**config.mk**
```make
export PLATFORM = sky130hd
export DESIGN_NAME = mc_alu
export DESIGN_NICKNAME = d
export VERILOG_FILES = /design/src/rtl/mc_alu_pkg.sv /design/src/rtl/mc_alu_iter.sv /design/src/rtl/mc_alu.sv
export SDC_FILE = /design/constraint.sdc
export NUM_CORES = 1
export LEC_CHECK = 0
export ABC_AREA = 1
export CELL_PAD_IN_SITES_DETAIL_PLACEMENT = 1
export CELL_PAD_IN_SITES_GLOBAL_PLACEMENT = 2
export CORE_MARGIN = 2
export CORE_UTILIZATION = 29
export DETAILED_ROUTE_END_ITERATION = 8
export PLACE_DENSITY_LB_ADDON = 0.3
export SYNTH_ARGS = -nofsm -noshare
export SYNTH_HDL_FRONTEND = slang
export SYNTH_SLANG_ARGS = --single-unit
```
**constraint.sdc**
```tcl
create_clock -name clk -period 4.8 [get_ports clk]
set_input_delay 0.48 -clock clk [delete_from_list [all_inputs] [get_ports clk]]
set_output_delay 0.48 -clock clk [all_outputs]
set_load 0.02 [all_outputs]
```
**src/rtl/mc_alu_pkg.sv**
```systemverilog
// mc_alu_pkg: opcode constants and FSM state type shared by the mc_alu slice.
package mc_alu_pkg;

  localparam logic [4:0] OP_ADD  = 5'b00011;
  localparam logic [4:0] OP_SUB  = 5'b00100;
  localparam logic [4:0] OP_SHR  = 5'b00101;
  localparam logic [4:0] OP_SHRA = 5'b00110;
  localparam logic [4:0] OP_SHL  = 5'b00111;
  localparam logic [4:0] OP_ROR  = 5'b01000;
  localparam logic [4:0] OP_ROL  = 5'b01001;
  localparam logic [4:0] OP_AND  = 5'b01010;
  localparam logic [4:0] OP_OR   = 5'b01011;
  localparam logic [4:0] OP_MUL  = 5'b01111;
  localparam logic [4:0] OP_DIV  = 5'b10000;
  localparam logic [4:0] OP_NEG  = 5'b10001;
  localparam logic [4:0] OP_NOT  = 5'b10010;

  typedef enum logic [1:0] {
    IDLE = 2'd0,
    ITER = 2'd1,
    DONE = 2'd2
  } state_t;

endpackage

```
**src/rtl/mc_alu_iter.sv**
```systemverilog
// mc_alu_iter: one-bit-per-cycle datapath for signed Booth multiply and,
// when MC_ALU_DIV_EN is defined, signed restoring divide.
module mc_alu_iter
  import mc_alu_pkg::*;
#(
  parameter int unsigned WIDTH = 32
) (
  input  logic               clk,
  input  logic               clr,
  input  logic               load,
  input  logic               run,
  input  logic               is_div,
  input  logic [WIDTH-1:0]   a,
  input  logic [WIDTH-1:0]   b,
  output logic               last,
  output logic [2*WIDTH-1:0] res
);

  localparam int unsigned CNT_W = $clog2(WIDTH);

  // hi is one bit wider than the operand so Booth add/sub of the most
  // negative multiplicand cannot overflow the partial product.
  logic [WIDTH:0]     hi, hi_n, sum, m_ext;
  logic [WIDTH-1:0]   lo, lo_n, m;
  logic               qm1, qm1_n, mode_div;
  logic [CNT_W-1:0]   cnt;

`ifdef MC_ALU_DIV_EN
  logic [WIDTH:0]     shl, diff;
  logic [WIDTH-1:0]   a_mag, b_mag;
  logic               neg_q, neg_r;

  assign a_mag = a[WIDTH-1] ? -a : a;
  assign b_mag = b[WIDTH-1] ? -b : b;
`endif

  assign last  = (cnt == CNT_W'(WIDTH - 1));
  assign m_ext = {m[WIDTH-1], m};

  // One iteration step: Booth recode + arithmetic shift, or restoring subtract
  always_comb begin
    hi_n  = hi;
    lo_n  = lo;
    qm1_n = qm1;
    sum   = hi;
`ifdef MC_ALU_DIV_EN
    shl   = '0;
    diff  = '0;
`endif
    if (!mode_div) begin
      case ({lo[0], qm1})
        2'b01:   sum = hi + m_ext;
        2'b10:   sum = hi - m_ext;
        default: sum = hi;
      endcase
      {hi_n, lo_n, qm1_n} = {sum[WIDTH], sum, lo};
    end
`ifdef MC_ALU_DIV_EN
    else begin
      shl  = {hi[WIDTH-1:0], lo[WIDTH-1]};
      diff = shl - {1'b0, m};
      if (!diff[WIDTH]) begin
        hi_n = diff;
        lo_n = {lo[WIDTH-2:0], 1'b1};
      end else begin
        hi_n = shl;
        lo_n = {lo[WIDTH-2:0], 1'b0};
      end
    end
`endif
  end

  // Final result as it will stand after the current step; sampled on the last one
  always_comb begin
    res = {hi_n[WIDTH-1:0], lo_n};
`ifdef MC_ALU_DIV_EN
    if (mode_div) begin
      res[WIDTH-1:0]       = neg_q ? -lo_n : lo_n;
      res[2*WIDTH-1:WIDTH] = neg_r ? -hi_n[WIDTH-1:0] : hi_n[WIDTH-1:0];
    end
`endif
  end

  // Operand load on start, then one step per cycle while running
  always_ff @(posedge clk or posedge clr) begin
    if (clr) begin
      hi       <= '0;
      lo       <= '0;
      m        <= '0;
      qm1      <= 1'b0;
      cnt      <= '0;
      mode_div <= 1'b0;
`ifdef MC_ALU_DIV_EN
      neg_q    <= 1'b0;
      neg_r    <= 1'b0;
`endif
    end else if (load) begin
      hi       <= '0;
      qm1      <= 1'b0;
      cnt      <= '0;
      mode_div <= is_div;
`ifdef MC_ALU_DIV_EN
      // Divide works on magnitudes; signs are reapplied to the final result.
      lo       <= is_div ? a_mag : a;
      m        <= is_div ? b_mag : b;
      neg_q    <= a[WIDTH-1] ^ b[WIDTH-1];
      neg_r    <= a[WIDTH-1];
`else
      lo       <= a;
      m        <= b;
`endif
    end else if (run) begin
      hi  <= hi_n;
      lo  <= lo_n;
      qm1 <= qm1_n;
      cnt <= cnt + CNT_W'(1);
    end
  end

endmodule

```
**src/rtl/mc_alu.sv**
```systemverilog
// mc_alu: multi-cycle ALU top. FSM, single-cycle ops and result registers.
// Optional signed divider enabled by defining MC_ALU_DIV_EN.
module mc_alu
  import mc_alu_pkg::*;
#(
  parameter int unsigned WIDTH   = 32,
  parameter int unsigned SHAMT_W = $clog2(WIDTH)
) (
  input  logic               clk,
  input  logic               clr,
  input  logic               start,
  input  logic [4:0]         op_select,
  input  logic [WIDTH-1:0]   a,
  input  logic [WIDTH-1:0]   b,
  output logic               busy,
  output logic               done,
  output logic [2*WIDTH-1:0] result,
  output logic               dz
);

  state_t               state, state_n;
  logic                 go_iter, div_iter, accept;
  logic                 iter_last;
  logic [2*WIDTH-1:0]   iter_res;
  logic [WIDTH-1:0]     sc_lo, sc_hi;
  logic                 sc_dz;
  logic [SHAMT_W-1:0]   shamt;

  assign shamt  = b[SHAMT_W-1:0];
  assign accept = (state == IDLE) && start;

`ifdef MC_ALU_DIV_EN
  // Divide by zero bypasses the iterator and completes on the single-cycle path.
  assign div_iter = (op_select == OP_DIV) && (b != '0);
`else
  assign div_iter = 1'b0;
`endif
  assign go_iter = (op_select == OP_MUL) || div_iter;

  // State register
  always_ff @(posedge clk or posedge clr) begin
    if (clr) state <= IDLE;
    else     state <= state_n;
  end

  // Next-state and status outputs
  always_comb begin
    state_n = state;
    busy    = 1'b0;
    done    = 1'b0;
    case (state)
      IDLE: if (start) state_n = go_iter ? ITER : DONE;
      ITER: begin
        busy = 1'b1;
        if (iter_last) state_n = DONE;
      end
      DONE: begin
        busy    = 1'b1;
        done    = 1'b1;
        state_n = IDLE;
      end
      default: state_n = IDLE;
    endcase
  end

  // Single-cycle operations
  always_comb begin
    sc_lo = '0;
    sc_hi = '0;
    sc_dz = 1'b0;
    case (op_select)
      OP_ADD:  sc_lo = a + b;
      OP_SUB:  sc_lo = a - b;
      OP_SHR:  sc_lo = a >> shamt;
      OP_SHRA: sc_lo = $signed(a) >>> shamt;
      OP_SHL:  sc_lo = a << shamt;
      OP_ROR:  sc_lo = WIDTH'({a, a} >> shamt);
      OP_ROL:  sc_lo = WIDTH'(({a, a} << shamt) >> WIDTH);
      OP_AND:  sc_lo = a & b;
      OP_OR:   sc_lo = a | b;
      OP_NEG:  sc_lo = -b;
      OP_NOT:  sc_lo = ~a;
`ifdef MC_ALU_DIV_EN
      OP_DIV: begin
        sc_lo = '1;
        sc_hi = a;
        sc_dz = 1'b1;
      end
`endif
      default: ;
    endcase
  end

  // Result and flag registers, updated only on the transition into DONE
  always_ff @(posedge clk or posedge clr) begin
    if (clr) begin
      result <= '0;
      dz     <= 1'b0;
    end else if (accept && !go_iter) begin
      result <= {sc_hi, sc_lo};
      dz     <= sc_dz;
    end else if (state == ITER && iter_last) begin
      result <= iter_res;
      dz     <= 1'b0;
    end
  end

  mc_alu_iter #(
    .WIDTH (WIDTH)
  ) u_iter (
    .clk    (clk),
    .clr    (clr),
    .load   (accept && go_iter),
    .run    (state == ITER),
    .is_div (div_iter),
    .a      (a),
    .b      (b),
    .last   (iter_last),
    .res    (iter_res)
  );

endmodule

```
Word-level counts from Yosys, hierarchy flattened
Index checks and enable logic that the tools add are counted.
{ "word_totals": {"register_bits": 170, "inputBits": 72, "out_inout_bits": 67, "elab_cells": 72} }
{ "classes": {"add_sub_neg": 6, "eq_ne": 19, "shifts": 5, "muxes": 20, "bitwise": 3, "reduce_logical": 10} }
{ "op_table": {"columns": ["operator", "count"], "rows": [
  ["$pmux 32 s11", 1],
  ["$mux 64", 2],
  ["$mux 33", 2],
  ["$pmux 33 s2", 1],
  ["$mux 32", 2],
  ["$shl 64x5->64", 1],
  ["$shr 64x5->32", 1],
  ["$add 33x33->33", 1],
  ["$sub 33x33->33", 1],
  ["$add 32x32->32", 1],
  ["$and 32x32->32", 1],
  ["$neg 32->32", 1],
  ["$not 32->32", 1],
  ["$or 32x32->32", 1],
  ["$shl 32x5->32", 1],
  ["$shr 32x5->32", 1],
  ["$sshr 32x5->32", 1],
  ["$sub 32x32->32", 1],
  ["$eq 5x4->1 const B", 5],
  ["$eq 5x3->1 const B", 4],
  ["$eq 5x5->1 const B", 3],
  ["$mux 5", 2],
  ["$mux 1", 6],
  ["$mux 2", 3],
  ["12 further kinds", 19]
]} }

Longest topological paths before layout
{ "logic_depth": {"depth_word": 4, "depth_mapped": 26, "depth_no_buf": 26} }

Hierarchy
Synthesis repeated with hierarchy kept, for this count alone.
{ "unflattened": {"hier_cells": 3883, "hier_area_um2": 21981.1} }
{ "modules_own_cells": {"columns": ["module", "n_inst", "cells_per_inst", "area_each_um2", "seq_area_each_um2"], "rows": [
  ["mc_alu", 1, 2572, 13691.9, 1651.6],
  ["mc_alu_iter", 1, 1311, 8289.2, 2602.5]
]} }

Worst setup path after synthesis
No wires, ideal clock.
{ "synth_timing": {"path_type": "register -> register", "start": "register u_iter.m[0]", "end": "register result[54]", "setup_ns": 0.117, "t_arrival_ns": 3.203, "required_time_ns": 4.683, "slack_ns": 1.480, "stages_incl_launch_ff": 19, "path_buffers": 0, "period_less_slack_ns": 3.320, "path_cell_list": "dfrtp_1 inv_1 ha_1 nand3_1 nor2_1 nand2_1 nor4b_1 a31o_2 xor2_1 ha_1 a21oi_1 a21boi_0 a21boi_0 nand3_1 or2_2 nand3_1 o21ai_0 nand2_1 nand2_1"} }
{ "synth_via": {"elab_chain_cells": 4, "elab_cells_between_ends": 5, "cone_classes": "add/sub (2); mux (3)"} }
{ "synth_rtl": {"columns": ["item", "line_no", "source"], "rows": [
  ["start, declared", "mc_alu_iter.sv:24", "logic [WIDTH-1:0] lo, lo_n, m;"],
  ["start signal, assigned", "mc_alu_iter.sv:89", "m <= '0;"],
  ["start signal, assigned", "mc_alu_iter.sv:110", "m <= b;"],
  ["$sub 33x33->33 / $add 33x33->33 (equally long branches)", "mc_alu_iter.sv:53, mc_alu_iter.sv:52", null],
  ["$pmux 33 s2 *", "mc_alu_iter.sv:51", "case ({lo[0], qm1})"],
  ["$mux 64 *", "mc_alu.sv:102", "end else if (state == ITER && iter_last) begin"],
  ["$mux 64 *", "mc_alu.sv:99", "end else if (accept && !go_iter) begin"],
  ["end signal, assigned", "mc_alu.sv:100", "result <= {sc_hi, sc_lo};"],
  ["end signal, assigned", "mc_alu.sv:103", "result <= iter_res;"],
  ["end, declared", "mc_alu.sv:17", "output logic [2*WIDTH-1:0] result,"]
]} }
Every way passes the cells marked *; elsewhere a longest branch is shown, timed or not. The select of a mux whose other input is x is not followed.
A chain may end at the register's enable or synchronous reset.

Worst setup path in the final report
{ "layout_timing": {"start": "register u_iter.m[0]", "end": "register u_iter.hi[22]"} }
{ "layout_via": {"elab_chain_cells": 4, "elab_cells_between_ends": 5, "cone_classes": "add/sub (2); mux (3)"} }
{ "layout_rtl": {"columns": ["item", "line_no", "source"], "rows": [
  ["$sub 33x33->33 / $add 33x33->33 (equally long branches)", "mc_alu_iter.sv:53, mc_alu_iter.sv:52", null],
  ["$pmux 33 s2 *", "mc_alu_iter.sv:51", null],
  ["$mux 33 *", "mc_alu_iter.sv:112", "end else if (run) begin"],
  ["$mux 33 *", "mc_alu_iter.sv:97", "end else if (load) begin"],
  ["end signal, assigned", "mc_alu_iter.sv:113", "hi <= hi_n;"],
  ["end, declared", "mc_alu_iter.sv:23", "logic [WIDTH:0] hi, hi_n, sum, m_ext;"]
]} }
Marks and branches as above.

==> impl_results.md <==
* Status: complete, no violations
* # IOs at 139
* Share of post-route cells with drive strength above 1 at roughly 4.8%
* Core box area at slightly above 70000 µm²
* Sw Share at between 50% and 60%
* Htree depth at 4
* Metal2 WL at about 52 mm
* Startpoint types: flop
* Clock root buffer: clkbuf_16
* DIE AREA at ~74000 µm²
* Final layout net count at 3900
* Net Switching at ~4.4 mW
* Final hold vios at 0
* #FFs+latches synth at between 150 and 200
* Largest net degree at the start of global routing at 102
* Share of the synthesized area in the top cell type at ~20%
* Die Y at ~270 µm
* Row count at 98
* Final Setup Violations at 0
* Async S/R FF share, synth at 100%
* DR vias at about 26000
* First-pass GRT wire length at 176 mm
* CTS Buffer Depth at 2
* Internal power at ~4.1 mW
* Crit end category: flop
* Drt pass-1 iters at 8
* N_diodes at 0
* Critical-path maximum fanout at 5
* Main synth FF type: dfrtp_1
* Grt total ovfl at 0
* Vias in the first global route at 25500
* Residual DRC count at 0
* Top Metal Used: met5
* CTS buffer count at 17
* Slowest Stage Delay on Critical Path at between 400 and 500 ps
* Worst-Margin Slew at roughly 1100 ps
* Footprint of the multi-input gates at 14600 µm²
* Routed wl met3 at 8.14 mm
* DPL Wire Length at approximately 100 mm
* Clock transition at the registers of the reported paths at roughly 70 ps
* Clk Latency, worst-skew pair at 460 ps
* Number of I/O port buffers at around 140
* Fillers at between 9000 and 10000
* Total negative setup slack at 0 ps
* Critical Path RT at about 5100 ps
* Routed Antenna Nets at 0
* Skew final at between 10 and 15 ps
* Cell Area, Synth at 20800 µm²
* Post-Syn Nets at 3805
* Leak at 11.8 nW
* CP delay by family, top: simple AND/OR/NAND/NOR gates
* Tot Pwr at around 8.6 mW
* Post-synth top cells: 1133 x nand2_1, 581 x nand3_1, 345 x inv_1
* Post-Route WL at around 120 mm
* DRT iter0 DRCs at approximately 2500
* Clock share of power at ~17%
* Avg Inst Size Synth at between 5 and 6 µm²
* Achievable frequency at between 0.2 and 0.25 GHz
* Synth Instances at approximately 3600
* Area delta synth->final at 15.4%
* Comb power frac at approximately 58%
* Number of max-cap violations at 0
* Routed wire per std cell at around 26 µm
* Total GRT Usage at roughly 32%
* Placer congestion estimate at between 1 and 1.5
* Final Critical Period at 4370 ps
* Peak VDD IR at between 300 and 400 µV
* Number of synthesized flops with an enable pin at 0
* Critical path arrival at approximately 4700 ps
* RSZ-0062 raised after global routing: false
* Distinct cell type count after synthesis at 50
* Most frequent cell after synthesis: nand2_1
* Synth area leader: nand2_1
* Dominant cells by area after synthesis: nand2_1 20%, dfrtp_1 20%, nand3_1 14%
* Sequential power share at around 26%
* Kind of critical path: reg2reg
* Hold Crit Class: reg2reg
* Slew HR at roughly a quarter
* WL met1 at 52.9 mm
* CTS tree: built
* Initial Util at between 20 and 30%
* Clock sinks at around 170
* Ys Warns at 0
* Initial antenna violation count at 9
* Worst path bufs/invs at 1
* Final Max Slew Viols at 0
* CP max-delay cell: nor4b_1
* PD cells at around 360 nW/µm²
* DIE WIDTH at between 200 and 300 µm
* Register area at 4200 µm²
* Final worst-path cycle share at ~90%
* Vias per cell at between 5 and 6
* Critical path cell sequence: inv_1 -> ha_1 -> nand3_1 -> nor2_1 -> nand2_1 -> nor4b_1 -> a31o_2 -> xor2_1 -> ha_1 -> a21oi_1 -> a21boi_0 -> a21boi_1 -> nand3_1 -> or2_2 -> nand3_1 -> o21ai_0 -> nand2_1 -> nand2_1
* Sequential fraction of the synthesis area at about 20%
layout make-up:
cell class | instances | area share [%]
Multi-Input combinational cell | 2917 | 61.0
Inverter | 367 | 5.76
Sequential cell | 168 | 17.5
Clock inverter | 15 | 0.710
Clock buffer | 17 | 1.78
Tap cell | 950 | 4.96
Timing Repair Buffer | 211 | 8.27
tightest hold or removal path, delay by kind of cell, from the launching register on:
kind / cells / cell delay (ps)
DFF: 1 / 350
and+or+nand+nor: 2 / 100
final timing paths:
kind | from | end | slack, ps | cells past startpoint
setup / recovery | u_iter.m[0] | u_iter.hi[22] | 430 | 18
hold / removal | result[62] | result[62] | 480 | 2
setup reg to reg | u_iter.m[0] | u_iter.hi[22] | 430 | 18
hold reg to reg | result[62] | result[62] | 480 | 2
max in group asynchronous | clr | state[1] | 3240 | 3
min in group asynchronous | clr | result[33] | 520 | 2
routing by layer:
layer,vias up,GRT usage (%)
met4,6,17.1
met2,1020,49.9
met3,267,4.53
li1,12100,-
met1,12600,43.2
met5,-,0
per-stage QoR:
step	hold slack [ps]	instance area [µm²]	instances	utilization (%)	setup WS, ps
after global placement	465	23400	4613	32.8	273
after global routing	500	24000	4645	33.6	99.1
final	482	24000	4645	33.6	434
after floorplan	459	20800	3587	-	1480
after detailed placement	467	23400	4613	32.8	253
after CTS	486	24000	4645	33.6	341
power by group through the flow:
stage               combinational, mW  sequential, mW  clock, mW
floorplan                        2.98            2.21          0
global placement                 4.84            2.21          0
detailed placement               4.87            2.21          0
CTS                              4.90            2.19       1.47
global route                     5.45            2.24       1.51
finish                           4.93            2.19       1.43
state kept, by name, summed over array words and instances, names as in the netlist:
| name | cells |
|---|---|
| u_iter.hi | 32 |
| result | 64 |
| u_iter.cnt | 5 |
| u_iter.qm1 | 1 |
| u_iter.m | 32 |
| state | 2 |
| u_iter.lo | 32 |
placed cells by master (no fill, tap or decap), types with 10 or more instances in the layout:
master,synthesis,final
nor3_1,38,38
clkbuf_16,0,17
inv_2,19,20
or2_2,21,21
o21ai_0,234,234
nand3b_1,17,17
xor2_1,35,35
o211ai_1,25,25
nand4_1,72,72
a21oi_1,186,186
nand3_1,581,581
o221ai_1,20,20
o22ai_1,23,23
dfrtp_1,168,168
ha_1,143,143
buf_4,6,68
o21bai_1,10,10
inv_1,345,344
nand2_1,1133,1133
clkdlybuf4s50_1,0,133
nor2_1,309,308
repair_timing:
action | in CTS | in global routing
hold buffers | 0 | 0
endpoints found under the setup margin | 0 | 2
endpoints found under the hold margin | 0 | 0
buffers inserted | 0 | 0
gates resized for setup | 0 | 1
cells by family after synthesis:
family | count (synthesis) | share of synthesized area [%]
xor+xnor | 36 | 1.52
flops | 168 | 20.2
compound gates | 538 | 14.5
simple gates | 2196 | 45.4
fa+ha+maj | 146 | 8.91
buf+inv | 502 | 9.44
other cells | 1 | 0.0181
No activity file was read; power rests on OpenSTA's default activity.
